--- config.mk ---
export PLATFORM = sky130hd
export DESIGN_NAME = pipo_load_arbiter
export DESIGN_NICKNAME = d
export VERILOG_FILES = /design/src/rtl/pipo_load_arbiter.sv
export SDC_FILE = /design/constraint.sdc
export NUM_CORES = 1
export LEC_CHECK = 0
export ABC_AREA = 1
export CORE_ASPECT_RATIO = 0.9
export CORE_MARGIN = 4
export CORE_UTILIZATION = 45
export CTS_CLUSTER_DIAMETER = 120
export DETAILED_ROUTE_END_ITERATION = 6
export PLACE_DENSITY = 0.75
export SYNTH_ARGS = -nofsm -noshare
export SYNTH_HDL_FRONTEND = slang
export SYNTH_SLANG_ARGS = --single-unit
--- constraint.sdc ---
create_clock -name clk -period 2.2 [get_ports clk]
set_input_delay 0.44 -clock clk [delete_from_list [all_inputs] [get_ports clk]]
set_output_delay 0.44 -clock clk [all_outputs]
set_load 0.05 [all_outputs]
--- src/rtl/pipo_load_arbiter.sv ---
// Arbitrates NREQ requesters onto a shared PIPO register's pipo_in/load pins.
// Build option: define ARB_FIXED_PRIO_EN for fixed priority (lowest index wins) instead of round-robin.
module pipo_load_arbiter #(
  parameter int unsigned WIDTH       = 4,
  parameter int unsigned NREQ        = 4,
  parameter int unsigned HOLD_CYCLES = 2,
  localparam int unsigned IdW        = $clog2(NREQ)
) (
  input  logic                    clk,
  input  logic                    reset,
  input  logic [NREQ-1:0]         req,
  input  logic [NREQ*WIDTH-1:0]   req_data,
  output logic [WIDTH-1:0]        pipo_in,
  output logic                    load,
  output logic [NREQ-1:0]         ack,
  output logic [IdW-1:0]          grant_id,
  output logic                    busy
);

  typedef enum logic [1:0] {StIdle, StLoad, StHold, StAck} state_e;

  state_e           state;
  logic [3:0]       hold_cnt;
  logic [IdW-1:0]   winner;
  logic             found;
  logic [WIDTH-1:0] win_data;

`ifdef ARB_FIXED_PRIO_EN
  always_comb begin
    winner = '0;
    found  = 1'b0;
    for (int i = 0; i < int'(NREQ); i++) begin
      if (req[IdW'(i)] && !found) begin
        winner = IdW'(i);
        found  = 1'b1;
      end
    end
  end
`else
  logic [IdW-1:0] last_grant;
  logic [IdW-1:0] idx;

  // Search starts just past the previous grantee and wraps.
  always_comb begin
    winner = '0;
    found  = 1'b0;
    idx    = '0;
    for (int k = 1; k <= int'(NREQ); k++) begin
      idx = IdW'((int'(last_grant) + k) % int'(NREQ));
      if (req[idx] && !found) begin
        winner = idx;
        found  = 1'b1;
      end
    end
  end
`endif

  // Only the winner's slice is ever selected, so idle requesters' data cannot leak X.
  always_comb begin
    win_data = '0;
    for (int i = 0; i < int'(NREQ); i++) begin
      if (IdW'(i) == winner) win_data = req_data[i*WIDTH +: WIDTH];
    end
  end

  always_ff @(posedge clk or negedge reset) begin
    if (!reset) begin
      state    <= StIdle;
      hold_cnt <= '0;
      pipo_in  <= '0;
      load     <= 1'b0;
      ack      <= '0;
      grant_id <= '0;
      busy     <= 1'b0;
`ifndef ARB_FIXED_PRIO_EN
      last_grant <= IdW'(NREQ - 1);
`endif
    end else begin
      unique case (state)
        StIdle: begin
          if (found) begin
            grant_id <= winner;
            pipo_in  <= win_data;
            load     <= 1'b1;
            busy     <= 1'b1;
            state    <= StLoad;
          end
        end
        StLoad: begin
          load     <= 1'b0;
          hold_cnt <= '0;
          state    <= StHold;
        end
        StHold: begin
          if (hold_cnt == 4'(HOLD_CYCLES - 1)) begin
            ack   <= NREQ'(1) << grant_id;
            state <= StAck;
          end else begin
            hold_cnt <= hold_cnt + 4'd1;
          end
        end
        StAck: begin
          ack   <= '0;
          busy  <= 1'b0;
          state <= StIdle;
`ifndef ARB_FIXED_PRIO_EN
          last_grant <= grant_id;
`endif
        end
        default: state <= StIdle;
      endcase
    end
  end

endmodule

# Word-level counts from Yosys, hierarchy flattened
# Cells that the tools add are included.
# word_totals
register_bits	20
in_bits	22
out_inout_bits	12
wordCells	76
# classes
n_addsub	5
order_cmp	4
eq_ne	10
n_shift	1
n_mux	30
n_reduce_logical	18
# op_table
cell	count
$mux W4	6
$pmux W4 S2	2
$lt A2 B3 Y1 const B	4
$mux W2	6
$reduce_and A2 Y1	6
$mux W1	9
$bmux W1 S2	4
$pmux W2 S4	1
$reduce_bool A2 Y1	4
$ne A2 B2 Y1 const B	3
$add A2 B1 Y2 const B	2
$add A2 B2 Y2 const B	2
$add A4 B1 Y4 const B	1
$eq A2 B2 Y1 const A	2
$eq A2 B2 Y1 const B	2
$eq A4 B1 Y1 const B	1
$logic_not A2 Y1	2
$pmux W1 S2	2
$shl A1 B2 Y4 const A	1
$logic_and A1 B1 Y1	3
$logic_not A1 Y1	3
$eq A1 B2 Y1 const A	1
$eq A2 B1 Y1 const B	1

# Depth between registers and ports, before layout
# Gate-level depths: netlist of run 1.
# depth
word_depth	18
depth_mapped	15

# Worst setup path after synthesis of run 1
# Ideal clock, no wire load.
# synth_path
path_type	register -> register
from	reg last_grant[0]
to	reg pipo_in[0]
arrival_ns	1.601
slack_ns	0.481
path_stages_with_launch	16
path_buffers	2
period_less_slack_ns	1.719
path_cell_list	dfstp_2 > inv_2 > buf_6 > nand2_2 > nand2_4 > nand2_4 > nand2_4 > nor2_4 > nand4_1 > nand2_2 > buf_6 > nand3b_1 > nand2_1 > inv_1 > nand2_1 > nand2_1
# synth_between
elab_chain_len	18
word_cells_on_any_way	35
cone_classes	add/sub (4); eq/ne (3); mux (20); reduce/logical (8)
# synth_lines
element	line_no	source
start: declaration	40	logic [IdW-1:0] last_grant;
start signal: assignment	76	last_grant <= IdW'(NREQ - 1);
start signal: assignment	107	last_grant <= grant_id;
$add A2 B1 Y2	49	idx = IdW'((int'(last_grant) + k) % int'(NREQ));
$bmux W1 S2	50	if (req[idx] && !found) begin
$mux W1 (not written as such)	50	
$mux W1	50	
$logic_not A1 Y1	50	
$logic_and A1 B1 Y1	50	
$mux W1	50	
$logic_not A1 Y1	50	
$logic_and A1 B1 Y1	50	
$mux W1	50	
$logic_not A1 Y1	50	
$logic_and A1 B1 Y1	50	
$mux W2	50	
$logic_not A2 Y1	62	if (IdW'(i) == winner) win_data = req_data[i*WIDTH +: WIDTH];
$mux W4 (4 in a row)	62	
end signal: assignment	83	pipo_in <= win_data;
end: declaration	13	output logic [WIDTH-1:0] pipo_in,
# Parallel ways exist; a longest one is shown, timed or not. The select of a mux whose other input is x is not followed.
# A chain may end at the register's enable or synchronous reset.

# Worst setup path in the final report of run 1
# layout_path
from	reg grant_id[1]
to	out grant_id[1]
# layout_lines
element	line_no	source
start: declaration	16	output logic [IdW-1:0] grant_id,
start signal: assignment	82	grant_id <= winner;
# No word-level cell between the ends.

==> impl_metrics.py, run 1 <==
metrics = {
    "timing": {
        "slew_headroom": 0.6607,
        "max_freq_mhz": 487.2,
        "skew_ps": 14.46,
        "setup_tns_ps": 0,
        "final_hold_viol_count": 0,
        "rsz0062_at_grt": "false",
        "worst_slack_ps": 147.4,
        "layout_min_cycle_time_ps": 2053,
        "tightest_slew_ps": 507.3,
        "finalSetupViolCount": 0,
        "period_share": 0.9330,
        "drv_slew": 0,
    },
    "setup_path": {
        "critPathTopFamily": "buffers and inverters",
        "worst-endpoint-required_ps": 1760,
        "path_depth": 1,
        "slowest_delay_ps": 850,
        "crit_fanout": 6,
        "timing.rr.start": "last_grant[0]$_DFFE_PN1P_",
        "cp_cell_sequence": "clkdlybuf4s50_1",
        "rr_endpoint": "pipo_in[3]$_DFFE_PN0P_",
        "worstSetupEndpoint": "grant_id[1]",
        "worstSetupPathType": "reg -> out",
        "worst-path-buf-inv": 1,
        "r2r_slack_ps": 250,
        "critPathCaptureType": "output pin",
        "critPathSlowestCell": "clkdlybuf4s50_1",
        "critPathLaunch": "grant_id[1]$_DFFE_PN0P_",
        "worstRegToRegCells": 13,
        "crit_arrival_ps": 1610,
        "cp-start-kind": "register",
    },
    "logic_synthesis": {
        "syn-num-nets": 222,
        "synth-compound-area-share": 0.1075,
        "yosys.area_share.simple": 0.3605,
        "avgSynthCellArea_sq_um": 7.481,
        "synth_mux_area_frac": 0,
        "yosys_register_bits": 20,
        "syn_area_sq_um": 1444,
        "synthAdderAreaFrac": 0.06066,
        "synth_top_family_by_area": "simple AND/OR/NAND/NOR gates",
        "synth_xor_area_frac": 0.006066,
        "yosysUniqueCellTypes": 25,
        "seq_area_frac_synth": 0.3484,
        "yosysWarnings": 0,
        "netlist_instances": 193,
    },
    "routing": {
        "vias": 1318,
        "totalWireLength_um": 2957,
        "viasPerCell": 4.828,
        "drtIter0Drc": 53,
        "wl_per_cell_um": 10.83,
        "drc": 0,
        "antenna_left": 0,
        "dr.pass1.iters": 4,
    },
    "power": {
        "p_leak_nw": 0.9290,
        "powerDensity_nw_per_um2": 1655,
        "vdd_ir_drop_max_uv": 940.7,
    },
    "grt": {
        "antenna_found_initial": 0,
        "grt_pass1_wl_um": 5092,
        "grt-ovfl-total": 0,
        "grt_pass1_vias": 1174,
        "grt_max_degree": 21,
        "grt_usage": 0.1607,
    },
    "layout": {
        "multi_input_area_sq_um": 772.0,
        "drive_gt1_frac": 0.1385,
        "diodes": 0,
        "final-seq-area_sq_um": 503.0,
        "stdcell_count": 273,
        "nets": 261,
        "fillers": 295,
        "area_growth_pct": 29.64,
    },
    "place": {
        "dp_hpwl_um": 2362,
        "place_ws_ps": 74.73,
        "placed_cells": 269,
        "port_buffers": 33,
        "globalplace.congestion": 0.8873,
    },
    "clocking": {
        "cts_root_buffer": "clkbuf_4",
        "cts_sinks": 20,
        "clk_latency_ps": 310,
        "cts_hold_buf": 0,
        "cts_tree": "built",
        "cts_buffers": 3,
        "cts_resized": 0,
        "clockBufferDepth": 2,
        "cts_max_level": 1,
        "path_clk_slew_ps": 120,
        "postCtsSetupBuffers": 0,
    },
    "floorplan": {
        "die_w_um": 67.71,
        "initial_core_util": 0.4708,
        "die_height_um": 61.74,
        "die-area_sq_um": 4180,
        "io-pin-count": 34,
        "core.rowCount": 19,
        "placeableCoreArea_sq_um": 3067,
    },
    "hold_path": {
        "hp-class": "in -> async",
    },
    "outcome": {
        "status": "completed",
    },
    "flow_run": {
        "drv_cap": 0,
    },
}
Yosys cell counts, drive strengths merged:
master,instances,share of area
a21oi,6,0.021
dfstp,2,0.036
inv,35,0.091
buf,3,0.023
a21boi,2,0.013
nand3b,4,0.021
o22ai,4,0.017
o21ai,15,0.052
xor2,1,0.0061
nand2,57,0.19
clkinv,1,0.0026
nand3,21,0.080
nand4,9,0.043
ha,7,0.061
a31oi,1,0.0043
nor2,7,0.029
dfrtp,18,0.31
per-stage QoR:
stage | power [mW] | hold WS (ps) | util | area (sq um)
6_report | 3.098 | 449.3 | 0.6104 | 1872
5_1_grt | 3.429 | 456.2 | 0.6104 | 1872
4_1_cts | 3.123 | 458.6 | 0.6104 | 1872
3_5_place_dp | 2.898 | 467.6 | 0.5985 | 1836
3_3_place_gp | 2.860 | 462.9 | 0.5985 | 1836
2_1_floorplan | 2.343 | 144.4 | - | 1444
flip-flops by register name (all words and copies together), names as in the netlist:
signal,flops
ack,4
hold_cnt,4
pipo_in,4
grant_id,2
last_grant,2
state,2
busy,1
load,1
routing by layer:
metal | global-route usage | part of all wire | vias to the layer above
met5 | 0 | 0 | -
met1 | 0.2147 | 0.48 | 590
li1 | - | - | 698
met4 | 0.04913 | 0.018 | 0
met2 | 0.2510 | 0.46 | 21
met3 | 0.05036 | 0.041 | 9
layout by cell type, fill, tap and decap left out, types with 4 or more instances in the layout:
cell type         n
clkdlybuf4s50_1  33
nand3_1          19
nand4_1           8
nand3b_1          4
nor2_1            5
inv_1            32
a21oi_1           6
nand2_2           8
dfrtp_1          18
nand2_4           5
o21ai_0          12
ha_1              7
nand2_1          44
o22ai_1           4
worst min-delay path by stage:
stage | slack (ps) | startpoint | to
floorplan | 140 | reset | ack[0]$_DFFE_PN0P_
global placement | 460 | pipo_in[3]$_DFFE_PN0P_ | pipo_in[3]$_DFFE_PN0P_
detailed placement | 470 | pipo_in[3]$_DFFE_PN0P_ | pipo_in[3]$_DFFE_PN0P_
CTS | 460 | reset | ack[0]$_DFFE_PN0P_
global route | 460 | reset | ack[0]$_DFFE_PN0P_
finish | 450 | reset | ack[0]$_DFFE_PN0P_
kinds of logic (layout without fill, tap and decap cells):
logic type                 Yosys count  after routing
AOI/OAI and AO/OA                   28             28
buffers and inverters               39             77
DFF                                 20             20
xor gates and xnor gates             1              1
adders and majority gates            7              7
and+or+nand+nor                     98             98
cell type report:
cell class	instances	share of cell area
inverter	36	0.07219
tap	42	0.02807
timing repair buffer	37	0.1992
multi-input combinational	134	0.4124
clock buffer	4	0.01938
sequential	20	0.2687
report_power, final:
part | total [mW] | internal (mW) | switching (mW) | leakage [nW]
registers | 0.692 | 0.551 | 0.141 | 0.248
clock network | 0.216 | 0.101 | 0.115 | 0.0210
logic | 2.19 | 0.792 | 1.40 | 0.660
(Power assumes the default switching activity.)
==> inputs of run 2 (changes only) <==
- ABC_AREA: 1 -> not set
- CORE_UTILIZATION: 45 -> 46
- PLACE_DENSITY: 0.75 -> 0.81
==> run 2 against run 1 <==
Clock-buffer cell count decreased by 1. Utilization rose by 7.8 points. Register-to-register slack better by 270 ps. Cell count down 37%. Critical endpoint unchanged. Highest routed layer unchanged.
==> impl_metrics.py, run 2 <==
metrics = {
    "outcome": {
        "status": "completed",
    },
    "timing": {
        "layout_min_cycle_time_ps": 2047,
        "setup_tns_ps": 0,
        "hold_slack_ps": 453.5,
        "slew_headroom": 0.6564,
        "tightest_slew_ps": 513.8,
        "finalSetupViolCount": 0,
        "period_share": 0.9307,
        "max_freq_mhz": 488.4,
        "rsz0062_at_grt": "false",
        "final_hold_viol_count": 0,
        "drv_slew": 0,
        "skew_ps": 2.651,
    },
    "layout": {
        "final_common_cell": "clkdlybuf4s50_1",
        "area_growth_pct": 38.38,
        "drive_gt1_frac": 0.1370,
        "stdcell_count": 173,
        "reg.largest.list": "ack: 4 flops, hold_cnt: 4 flops, pipo_in: 4 flops",
        "diodes": 0,
        "final_cell_mix": "33 x clkdlybuf4s50_1, 18 x dfrtp_1, 17 x nand2_1, 9 x mux2i_1, 7 x ha_1",
        "fillers": 191,
        "nets": 176,
    },
    "clocking": {
        "postCtsSetupBuffers": 0,
        "cts_tree": "built",
        "cts_root_buffer": "clkbuf_4",
        "path_clk_slew_ps": 120,
        "cts_sinks": 20,
        "cts_buffers": 3,
        "cts_max_level": 1,
        "cts_resized": 0,
        "cts_hold_buf": 0,
        "clk_latency_ps": 300,
        "clockBufferDepth": 2,
    },
    "power": {
        "p_seq_frac": 0.302,
        "combPwrFrac": 0.569,
        "powerDensity_nw_per_um2": 1504,
        "p_leak_nw": 0.6918,
        "switching_share": 0.4512,
        "p_int_mw": 1.285,
        "vdd_ir_drop_max_uv": 1107,
        "switching_power_mw": 1.056,
        "pwr-share-clk": 0.129,
    },
    "routing": {
        "drtIter0Drc": 27,
        "drc": 0,
        "viasPerCell": 5.277,
        "totalWireLength_um": 2590,
        "vias": 913,
        "dr.pass1.iters": 4,
        "antenna_left": 0,
        "wl_per_cell_um": 14.97,
    },
    "logic_synthesis": {
        "netlist_instances": 107,
        "syn_area_sq_um": 1125,
        "synth.most_common_cell": "dfrtp_1",
        "yosys-top-cells-area": "dfrtp_1 40%, mux2i_1 8.0%, ha_1 7.8%, nand2_1 5.7%, dfstp_2 4.7%",
        "yosysUniqueCellTypes": 33,
        "syn-num-nets": 136,
        "synth_common_cells": "18 x dfrtp_1, 17 x nand2_1, 9 x mux2i_1, 7 x ha_1, 6 x o21ai_0",
        "seq_area_frac_synth": 0.4472,
        "yosysWarnings": 0,
        "async_flop_share": 1.000,
        "yosys.area.top_type": "dfrtp_1",
        "synth_top_area_share": 0.4004,
        "yosys_register_bits": 20,
        "synth_edf_count": 0,
        "avgSynthCellArea_sq_um": 10.51,
        "synth-main-ff-cell": "dfrtp_1",
    },
    "setup_path": {
        "worst-path-buf-inv": 1,
        "rr_endpoint": "ack[1]$_DFFE_PN0P_",
        "worstSetupPathType": "reg -> out",
        "worst-endpoint-required_ps": 1760,
        "critPathTopFamily": "buffers and inverters",
        "critPathCaptureType": "output pin",
        "crit_fanout": 7,
        "cp-start-kind": "register",
        "critPathSlowestCell": "clkdlybuf4s50_1",
        "slowest_delay_ps": 840,
        "r2r_slack_ps": 520,
        "cp_cell_sequence": "clkdlybuf4s50_1",
        "crit_arrival_ps": 1610,
        "timing.rr.start": "state[0]$_DFFE_PN0P_",
        "worstRegToRegCells": 5,
    },
    "floorplan": {
        "die-area_sq_um": 3301,
        "die_w_um": 60.13,
        "placeableCoreArea_sq_um": 2262,
        "initial_core_util": 0.4972,
        "io-pin-count": 34,
        "die_height_um": 54.91,
        "core.rowCount": 16,
    },
    "place": {
        "placed_cells": 169,
        "globalplace.congestion": 0.8012,
        "dp_hpwl_um": 2069,
        "port_buffers": 33,
    },
    "grt": {
        "antenna_found_initial": 0,
        "grt-ovfl-total": 0,
        "grt_pass1_wl_um": 4236,
        "grt_pass1_vias": 946,
        "grt_usage": 0.1770,
        "grt_max_degree": 21,
    },
    "hold_path": {
        "hp-class": "in -> async",
    },
    "flow_run": {
        "drv_cap": 0,
    },
}
-- run 2: cells by family after synthesis --
group | share of synthesized area
and+or+nand+nor | 0.1758
DFF | 0.4472
AOI/OAI and AO/OA | 0.1246
muxes | 0.1402
adders and majority gates | 0.07786
buffers and inverters | 0.02669
xor gates and xnor gates | 0.007788
-- run 2: per-layer routing --
metal | vias to the layer above | routed length, um | share of wire | GRT usage
li1 | 460 | - | - | -
met5 | - | 0 | 0 | 0
met4 | 0 | 12 | 0.0046 | 0.02214
met1 | 432 | 1154 | 0.45 | 0.2099
met3 | 2 | 114 | 0.044 | 0.05800
met2 | 19 | 1309 | 0.51 | 0.3219
-- run 2: worst reg2reg max path, stage by stage, from the launching register on --
cell	delay, ps
dfrtp_1	440
inv_1	130
ha_1	310
nand2_1	180
o21ai_2	150
mux2_1	360
-- run 2: through the flow --
step	area, sq um	setup slack [ps]	total power [mW]	utilization
6_report	1556	152.6	2.341	0.6881
3_5_place_dp	1504	187.6	2.053	0.6648
3_3_place_gp	1504	261.9	2.002	0.6648
4_1_cts	1556	139.2	2.360	0.6881
2_1_floorplan	1125	737.0	1.616	-
5_1_grt	1556	72.60	2.506	0.6881
-- run 2: worst max path at each step --
| stage | to | depth (start not counted) | slack [ps] | startpoint |
|---|---|---|---|---|
| after global routing | grant_id[0] | 1 | 70 | grant_id[0]$_DFFE_PN0P_ |
| after global placement | state[1]$_DFFE_PN0P_ | 5 | 260 | req[1] |
| after floorplan | ack[0]$_DFFE_PN0P_ | 5 | 740 | state[0]$_DFFE_PN0P_ |
| after detailed placement | pipo_in[0]$_DFFE_PN0P_ | 7 | 190 | req[0] |
| final | grant_id[1] | 1 | 150 | grant_id[1]$_DFFE_PN0P_ |
| after CTS | grant_id[0] | 1 | 140 | grant_id[0]$_DFFE_PN0P_ |
-- run 2: area by class of cell --
type	count	area (sq um)	share of cell area
well taps	27	33.78	0.02170
repair buffers	37	360.3	0.2315
clock inverters	1	30.03	0.01929
multi-input cells	81	591.8	0.3802
inverters	4	15.01	0.009646
flip-flops and latches	20	503.0	0.3232
clock buffers	3	22.52	0.01447
-- run 2: power by group through the flow --
stage	Clock, mW	Combinational (mW)	Sequential, mW
global placement	0	1.30	0.697
global route	0.329	1.44	0.734
CTS	0.308	1.35	0.706
finish	0.303	1.33	0.706
detailed placement	0	1.34	0.712
floorplan	0	0.590	1.03
==> inputs of run 3 (changes only) <==
- CAP_MARGIN: not set -> 20
==> results of run 3 <==
The final DEF is identical to that of run 2; final timing and power are the same.
